[config.mk]
export PLATFORM = sky130hd
export DESIGN_NAME = pc_fetch_unit_flat
export DESIGN_NICKNAME = d
export VERILOG_FILES = /design/src/rtl/pc_fetch_unit_if.sv /design/src/rtl/pc_fetch_unit.sv /design/src/flat_wrapper.sv
export SDC_FILE = /design/constraint.sdc
export NUM_CORES = 1
export LEC_CHECK = 0
export ABC_CLOCK_PERIOD_IN_PS = 6270
export CORE_ASPECT_RATIO = 1.75
export CORE_MARGIN = 2
export CORE_UTILIZATION = 40
export CTS_CLUSTER_SIZE = 20
export DETAILED_ROUTE_END_ITERATION = 7
export PLACE_DENSITY_LB_ADDON = 0.2
export SLEW_MARGIN = 20
export SYNTH_ARGS = -nofsm -noshare
export SYNTH_HDL_FRONTEND = slang
export SYNTH_SLANG_ARGS = --single-unit
[constraint.sdc]
create_clock -name clock -period 6.27 [get_ports clock]
set_input_delay 1.881 -clock clock [delete_from_list [all_inputs] [get_ports clock]]
set_output_delay 1.881 -clock clock [all_outputs]
set_load 0.03 [all_outputs]
[src/rtl/pc_fetch_unit_if.sv]
// Bus between the PC/fetch sequencer (master) and the datapath/memory side (slave).
// Carries redirect requests and handshakes in, and PC, memory and ALU controls out.
interface pc_fetch_unit_if #(
   parameter int ADDR_W = 32
);
   logic              stall;
   logic              exec_done;
   logic              jump;
   logic [ADDR_W-1:0] jump_target;
   logic              branch_taken;
   logic [ADDR_W-1:0] branch_target;
   logic [ADDR_W-1:0] pc_output;
   logic              mem_read;
   logic              IRWrite;
   logic              AluSourceA;
   logic              AluSourceB;
   logic [1:0]        AluOP;
   logic              misaligned;
   logic [15:0]       fetch_count;

   modport master (
      input  stall, exec_done, jump, jump_target, branch_taken, branch_target,
      output pc_output, mem_read, IRWrite, AluSourceA, AluSourceB, AluOP,
      output misaligned, fetch_count
   );

   modport slave (
      output stall, exec_done, jump, jump_target, branch_taken, branch_target,
      input  pc_output, mem_read, IRWrite, AluSourceA, AluSourceB, AluOP,
      input  misaligned, fetch_count
   );
endinterface

[src/rtl/pc_fetch_unit.sv]
// Program counter and FETCH/WAIT/LATCH/EXEC sequencer for the multicycle datapath.
// Drives instruction-memory reads, IR load and PC-increment ALU controls; halts on a misaligned redirect.
module pc_fetch_unit #(
   parameter int                ADDR_W       = 32,
   parameter logic [ADDR_W-1:0] RESET_VECTOR = '0,
   parameter int                INCR         = 4,
   parameter int                MEM_LAT      = 1,
   parameter int                ALIGN_CHECK  = 1
) (
   input  logic           clock,
   input  logic           r_l,
   pc_fetch_unit_if.master bus
);

   typedef enum logic [2:0] {
      S_FETCH = 3'd0,
      S_WAIT  = 3'd1,
      S_LATCH = 3'd2,
      S_EXEC  = 3'd3,
      S_HALT  = 3'd4
   } state_t;

   localparam int               CNT_W    = (MEM_LAT > 1) ? $clog2(MEM_LAT) : 1;
   localparam logic [CNT_W-1:0] CNT_LOAD = CNT_W'(MEM_LAT - 1);

   state_t            state, state_nxt;
   logic [CNT_W-1:0]  cnt, cnt_nxt;
   logic [ADDR_W-1:0] pc, pc_nxt;
   logic              mis, mis_nxt;
   logic [15:0]       fc, fc_nxt;

   logic [ADDR_W-1:0] target;
   logic              redirect;
   logic              target_bad;

   // Jump wins over branch; only a real redirect can be misaligned.
   always_comb begin
      target     = bus.jump ? bus.jump_target : bus.branch_target;
      redirect   = bus.jump | bus.branch_taken;
      target_bad = (ALIGN_CHECK != 0) && redirect && (target[1:0] != 2'b00);
   end

   // NOTE: every signal written here gets a default first, so no path leaves one unassigned and no latch is inferred.
   always_comb begin
      state_nxt       = state;
      cnt_nxt         = cnt;
      pc_nxt          = pc;
      mis_nxt         = mis;
      fc_nxt          = fc;
      bus.mem_read    = 1'b0;
      bus.IRWrite     = 1'b0;
      bus.AluSourceA  = 1'b0;
      bus.AluSourceB  = 1'b0;
      bus.AluOP       = 2'b00;

      unique case (state)
         S_FETCH, S_WAIT: bus.mem_read = 1'b1;
         S_LATCH: begin
            bus.IRWrite    = 1'b1;
            bus.AluSourceB = 1'b1;
         end
         S_EXEC: begin
            bus.AluSourceA = 1'b1;
            bus.AluOP      = 2'b10;
         end
         default: ;
      endcase

      if (!bus.stall) begin
         case (state)
            S_FETCH: begin
               state_nxt = S_WAIT;
               cnt_nxt   = CNT_LOAD;
            end
            S_WAIT: begin
               if (cnt != '0) cnt_nxt   = cnt - CNT_W'(1);
               else           state_nxt = S_LATCH;
            end
            S_LATCH: begin
               state_nxt = S_EXEC;
               pc_nxt    = pc + ADDR_W'(INCR);
               fc_nxt    = fc + 16'd1;
            end
            S_EXEC: begin
               if (bus.exec_done) begin
                  if (target_bad) begin
                     state_nxt = S_HALT;
                     mis_nxt   = 1'b1;
                  end else begin
                     state_nxt = S_FETCH;
                     if (redirect) pc_nxt = target;
                  end
               end
            end
            S_HALT:  ;
            default: state_nxt = S_HALT;
         endcase
      end
   end

   // NOTE: sequential state uses non-blocking assignments so every register samples pre-edge values.
   always_ff @(posedge clock) begin
      if (r_l) begin
         state <= S_FETCH;
         cnt   <= '0;
         pc    <= RESET_VECTOR;
         mis   <= 1'b0;
         fc    <= '0;
      end else begin
         state <= state_nxt;
         cnt   <= cnt_nxt;
         pc    <= pc_nxt;
         mis   <= mis_nxt;
         fc    <= fc_nxt;
      end
   end

   assign bus.pc_output   = pc;
   assign bus.misaligned  = mis;
   assign bus.fetch_count = fc;

endmodule

[src/flat_wrapper.sv]
// flat-port wrapper written by rule: the top's interface ports become plain ports
module pc_fetch_unit_flat 
#(
   parameter int                ADDR_W       = 32,
   parameter logic [ADDR_W-1:0] RESET_VECTOR = '0,
   parameter int                INCR         = 4,
   parameter int                MEM_LAT      = 1,
   parameter int                ALIGN_CHECK  = 1
)
  (clock, r_l, bus_stall, bus_exec_done, bus_jump, bus_jump_target, bus_branch_taken, bus_branch_target, bus_pc_output, bus_mem_read, bus_IRWrite, bus_AluSourceA, bus_AluSourceB, bus_AluOP, bus_misaligned, bus_fetch_count);
  pc_fetch_unit_if #(.ADDR_W(ADDR_W)) bus_i ();
  input  logic clock;
  input  logic r_l;
  input wire logic [$bits(bus_i.stall)-1:0] bus_stall;
  input wire logic [$bits(bus_i.exec_done)-1:0] bus_exec_done;
  input wire logic [$bits(bus_i.jump)-1:0] bus_jump;
  input wire logic [$bits(bus_i.jump_target)-1:0] bus_jump_target;
  input wire logic [$bits(bus_i.branch_taken)-1:0] bus_branch_taken;
  input wire logic [$bits(bus_i.branch_target)-1:0] bus_branch_target;
  output wire logic [$bits(bus_i.pc_output)-1:0] bus_pc_output;
  output wire logic [$bits(bus_i.mem_read)-1:0] bus_mem_read;
  output wire logic [$bits(bus_i.IRWrite)-1:0] bus_IRWrite;
  output wire logic [$bits(bus_i.AluSourceA)-1:0] bus_AluSourceA;
  output wire logic [$bits(bus_i.AluSourceB)-1:0] bus_AluSourceB;
  output wire logic [$bits(bus_i.AluOP)-1:0] bus_AluOP;
  output wire logic [$bits(bus_i.misaligned)-1:0] bus_misaligned;
  output wire logic [$bits(bus_i.fetch_count)-1:0] bus_fetch_count;
  assign bus_i.stall = bus_stall;
  assign bus_i.exec_done = bus_exec_done;
  assign bus_i.jump = bus_jump;
  assign bus_i.jump_target = bus_jump_target;
  assign bus_i.branch_taken = bus_branch_taken;
  assign bus_i.branch_target = bus_branch_target;
  assign bus_pc_output = bus_i.pc_output;
  assign bus_mem_read = bus_i.mem_read;
  assign bus_IRWrite = bus_i.IRWrite;
  assign bus_AluSourceA = bus_i.AluSourceA;
  assign bus_AluSourceB = bus_i.AluSourceB;
  assign bus_AluOP = bus_i.AluOP;
  assign bus_misaligned = bus_i.misaligned;
  assign bus_fetch_count = bus_i.fetch_count;
  pc_fetch_unit #(.ADDR_W(ADDR_W), .RESET_VECTOR(RESET_VECTOR), .INCR(INCR), .MEM_LAT(MEM_LAT), .ALIGN_CHECK(ALIGN_CHECK)) u_core (.clock(clock), .r_l(r_l), .bus(bus_i));
endmodule
After elaboration in Yosys (flattened, before gate mapping)

Index checks and enable logic that the tools add are counted.

Add/sub/neg operators: 3
Equal/unequal tests: 8
Multiplexer cells: 15
Bitwise logic cells: 3
Reduce and logical (&&, ||, !) cells: 11

Operator list:

| cell                                                            | number |
|---|---|
| 32-bit two-way mux                                              | 4 |
| 32-bit case mux with 2 select lines                             | 1 |
| 32-bit by 3-bit adder with 32-bit output, second input constant | 1 |
| 16-bit by 1-bit adder with 16-bit output, second input constant | 1 |
| 3-bit case mux with 5 select lines                              | 1 |
| 3-bit two-way mux                                               | 3 |
| 4-bit AND reduction                                             | 2 |
| 3-bit by 2-bit == test with 1-bit output, second input constant | 2 |
| 2-bit != test, second input constant                            | 3 |
| 2-bit nonzero test                                              | 3 |
| 5-bit AND reduction                                             | 1 |
| 1-bit two-way mux                                               | 4 |
| 2-bit AND reduction                                             | 2 |
| 3-bit by 1-bit == test with 1-bit output, second input constant | 1 |
| 3-bit == test, second input constant                            | 1 |
| 3-bit logical NOT                                               | 1 |
| 2-bit two-way mux                                               | 1 |
| 2-bit by 1-bit != test with 1-bit output, second input constant | 1 |
| 1-bit inverter                                                  | 2 |
| 1-bit case mux with 2 select lines                              | 1 |
| 2-bit OR reduction                                              | 1 |
| 1-bit logical AND                                               | 1 |
| 1-bit bitwise OR                                                | 1 |
| 1-bit subtractor, second input constant                         | 1 |

Register bits after elaboration: 53
Input port bits: 70
Output and inout bits: 55
Logic and storage cells: 45

Longest topological paths before layout

Depth after elaboration: 6
Depth in mapped cells: 8
Mapped depth without buffers: 6

Worst setup path after synthesis

No wires, ideal clock.

Path kind: register to output
Start: register u_core.state[1]
End: output bus_AluOP[1]
Arrival: 1.748 ns
Data required time: 4.389 ns
Path slack: 2.641 ns
Stages on the path, launching flop included: 6
Buffers on the path: 3
Cells stage by stage: dfxtp_1 > nand3b_1 > inv_1 > buf_1 > buf_1 > buf_4

Word-level cells in the longest chain between the ends: 2

RTL lines:

| item                                     | line                 | text |
|---|---|---|
| start, declared                          | pc_fetch_unit.sv:26  | `state_t state, state_nxt;` |
| start signal, assigned                   | pc_fetch_unit.sv:110 | `state <= state_nxt;` |
| 3-bit by 2-bit == test with 1-bit output | pc_fetch_unit.sv:56  | `unique case (state)` |
| 2-bit two-way mux                        | pc_fetch_unit.sv:56  |  |
| end, declared                            | flat_wrapper.sv:25   | `output wire logic [$bits(bus_i.AluOP)-1:0] bus_AluOP;` |

Every way passes these cells.

Final worst setup path

Start: register u_core.state[0]
End: output bus_AluSourceA

Word-level cells in the longest chain between the ends: 2

RTL lines:

| item                                     | line                | text |
|---|---|---|
| 3-bit by 2-bit == test with 1-bit output | pc_fetch_unit.sv:56 |  |
| 1-bit two-way mux                        | pc_fetch_unit.sv:56 |  |
| end, declared                            | flat_wrapper.sv:23  | `output wire logic [$bits(bus_i.AluSourceA)-1:0] bus_AluSourceA;` |

Every way passes these cells.

==> metrics.yaml <==
outcome:
  outcome: "finished, final reports clean"
hold_path:
  hp-class: "flop to flop"
  min_path_cells: 2
synthesis:
  yosysTopAreaCell: "dfxtp_1"
  synth_edf_count: 0
  yosys_warnings: 0
  yosysTopAreaCellShare_pct: 31.8
  synth_area_per_cell_sq_um: 7.83
  synth_fa_ha_area_share_pct: 0.764
  synth_nets: 490
  netlist_instances: 418
  synth_compound_area_share_pct: 18.1
  syn_area_sq_um: 3270
  synthTopCellsByArea: "dfxtp_1 (32%), mux2i_1 (7.9%), nor2_1 (5.4%), a21oi_1 (5.3%), nand2_1 (3.7%)"
  ys_seq_area_share_pct: 31.8
  synthMuxAreaShare_pct: 10.4
  synth_xor_area_share_pct: 4.01
  ys_async_sr_fraction_pct: 0
  yosysUniqueCellTypes: 57
  ys_ff_latch: 52
  synthFlopType: "dfxtp_1"
  synth_simple_gate_area_share_pct: 28.8
  synth_top_family_by_area: "simple AND/OR/NAND/NOR gates"
worst_setup_path:
  cp-end-kind: "primary output"
  path_class: "flop to primary output"
  crit_chain: "nand3b_1, buf_4, inv_1, clkdlybuf4s50_1"
  path_buf_inv: 3
  critPathSlowestCell: "clkdlybuf4s50_1"
  crit_arrival_ns: 2.47
  required_ns: 4.39
  rrSetupSlack_ns: 2.95
  slowest_delay_ns: 0.80
  reg2reg_depth: 8
  critPathTopFamily: "buffers and inverters"
  cp_num_cells: 4
  path_max_fanout: 31
  startpoint_type: "flop"
power:
  switchingPower_mw: 0.181
  peakVddDrop_uv: 166
  finalPower_mw: 0.750
  p_seq_share_pct: 45.7
  p_sw_share_pct: 24.1
  p_clk_share_pct: 38.4
  intPower_mw: 0.569
  total_leakage_power_nw: 1.59
  p_comb_share_pct: 15.9
  power_density_nw_per_um2: 162
timing:
  timing.final.ws_setup_ns: 1.92
  slew_viol_final: 0
  relSlewSlack_pct: 24.8
  hold_viol_final: 0
  rsz0062_at_grt: "false"
  fin_worst_skew_ns: 0.00903
  tightest_slew_ns: 1.13
  tns_ns: 0
  period_needed_ns: 4.35
  clock.fmax_mhz: 230
  setup-violations-final: 0
  fin_crit_sh_pct: 69.4
  timing.hold.ws_ns: 0.449
drt:
  vias: 3513
  drt_iter0_markers: 251
  drc: 0
  drtAntennaViolNets: 0
  wl_per_cell_um: 16.5
  vias_per_cell: 5.75
  dr.pass1.iters: 4
  finalWirelength_um: 10100
die:
  die_x_um: 72.4
  core_area_sq_um: 7960
  rows: 43
  die_y_um: 124
  die_area_sq_um: 8950
  ios: 125
  initial_core_util_pct: 41.1
grt:
  antenna_found_initial: 0
  grt_max_degree: 53
  grt_pass1_vias: 3422
  grt_overflow_total: 0
  grt_pass1_wl_um: 16100
  grtUsageTotal_pct: 22.5
clock_tree:
  path_clk_slew_ns: 0.06
  cts-htree-levels: 2
  numCtsBuffers: 5
  cts_sinks: 52
  cts_tree: "yes"
  cts_buffer_depth: 2
  clock_latency_ns: 0.29
  cts_hold_buf: 0
  cts_resized: 0
  clockRootBuffer: "clkbuf_16"
  post-cts-setup-buffers: 0
placement:
  io_buffers: 123
  placed_cell_area_sq_um: 4480
  post-place-ws_ns: 1.67
  gp_congestion: 0.885
  dp_hpwl_um: 7290
  dp.cells: 604
cells_and_area:
  area_growth_pct: 41.5
  layout_common_cells: "clkdlybuf4s50_1 (121), dfxtp_1 (52), nor2_1 (47)"
  layout_commonest_cell: "clkdlybuf4s50_1"
  multi_input_area_sq_um: 2040
  drive_gt1_share_pct: 5.37
  regArea_sq_um: 1040
  post-route-util_pct: 58.2
  nNetsFinal: 593
  final_area_sq_um: 4630
  antenna_cells: 0
  final_cell_count_no_fill: 611
  nFillCells: 745
run:
  maxCapViolCount: 0
[final cells by class]
cell class                 count  area share (%)
timing repair buffer         126            26.9
tap                           90            2.43
inverter                      12           0.972
sequential                    52            22.5
clock buffer                   7            3.30
multi-input combinational    324            44.0
[tightest hold or removal path, stage by stage (launching register included)]
cell and delay [ns]:
dfxtp_1 0.31, inv_1 0.05, a21oi_1 0.05
[registers in the layout (all words and copies together) (netlist names)]
| signal | cells |
|---|---|
| u_core.state | 3 |
| u_core.bus.misaligned | 1 |
| u_core.bus.pc_output | 32 |
| u_core.bus.fetch_count | 16 |
[worst paths after layout]
path,startpoint,end
max,u_core.state[0]$_SDFFE_PP0P_,bus_AluSourceA
min,u_core.bus.misaligned$_SDFFE_PP0P_,u_core.bus.misaligned$_SDFFE_PP0P_
max reg2reg,u_core.state[2]$_SDFFE_PP0P_,u_core.bus.pc_output[22]$_SDFFE_PP0P_
min reg2reg,u_core.bus.misaligned$_SDFFE_PP0P_,u_core.bus.misaligned$_SDFFE_PP0P_
[power by group through the flow]
stage | Clock [mW] | Sequential, mW | Combinational, mW
after CTS | 0.295 | 0.342 | 0.121
after floorplan | 0 | 0.355 | 0.0534
after global placement | 0 | 0.350 | 0.118
after global routing | 0.308 | 0.344 | 0.129
final | 0.288 | 0.343 | 0.120
after detailed placement | 0 | 0.350 | 0.120
[cell usage after synthesis, drive strengths merged (6+ instances only)]
library cell / n
a21oi: 35
mux2: 7
a31oi: 6
and2: 7
xor2: 13
clkbuf: 14
mux2i: 26
nand3: 21
o21ai: 19
dfxtp: 52
nand4: 18
buf: 16
nand2: 32
nor3: 23
nor4: 10
nor2: 47
inv: 12
[logic make-up (layout without fill, tap and decap cells)]
| logic type | count (synthesis) | in the layout |
|---|---|---|
| AND/OR/NAND/NOR | 180 | 180 |
| AO/OA/AOI/OAI | 93 | 93 |
| flip-flops | 52 | 52 |
| buffers and inverters | 42 | 145 |
| multiplexers | 33 | 33 |
| XOR/XNOR | 15 | 15 |
| adder cells (fa/ha/maj) | 2 | 2 |
| other | 1 | 1 |
[layer usage]
metal  part of all wire (%)  track usage, %  wire (um)  vias to the layer above
met2                     52            41.2       5290                      122
li1                       -               -          -                     1745
met3                    6.4            4.94        648                       18
met1                     39            24.4       3930                     1628
met5                      0               0          0                        -
met4                    2.3            9.61        231                        0
Power figures use the tool's default switching activity.
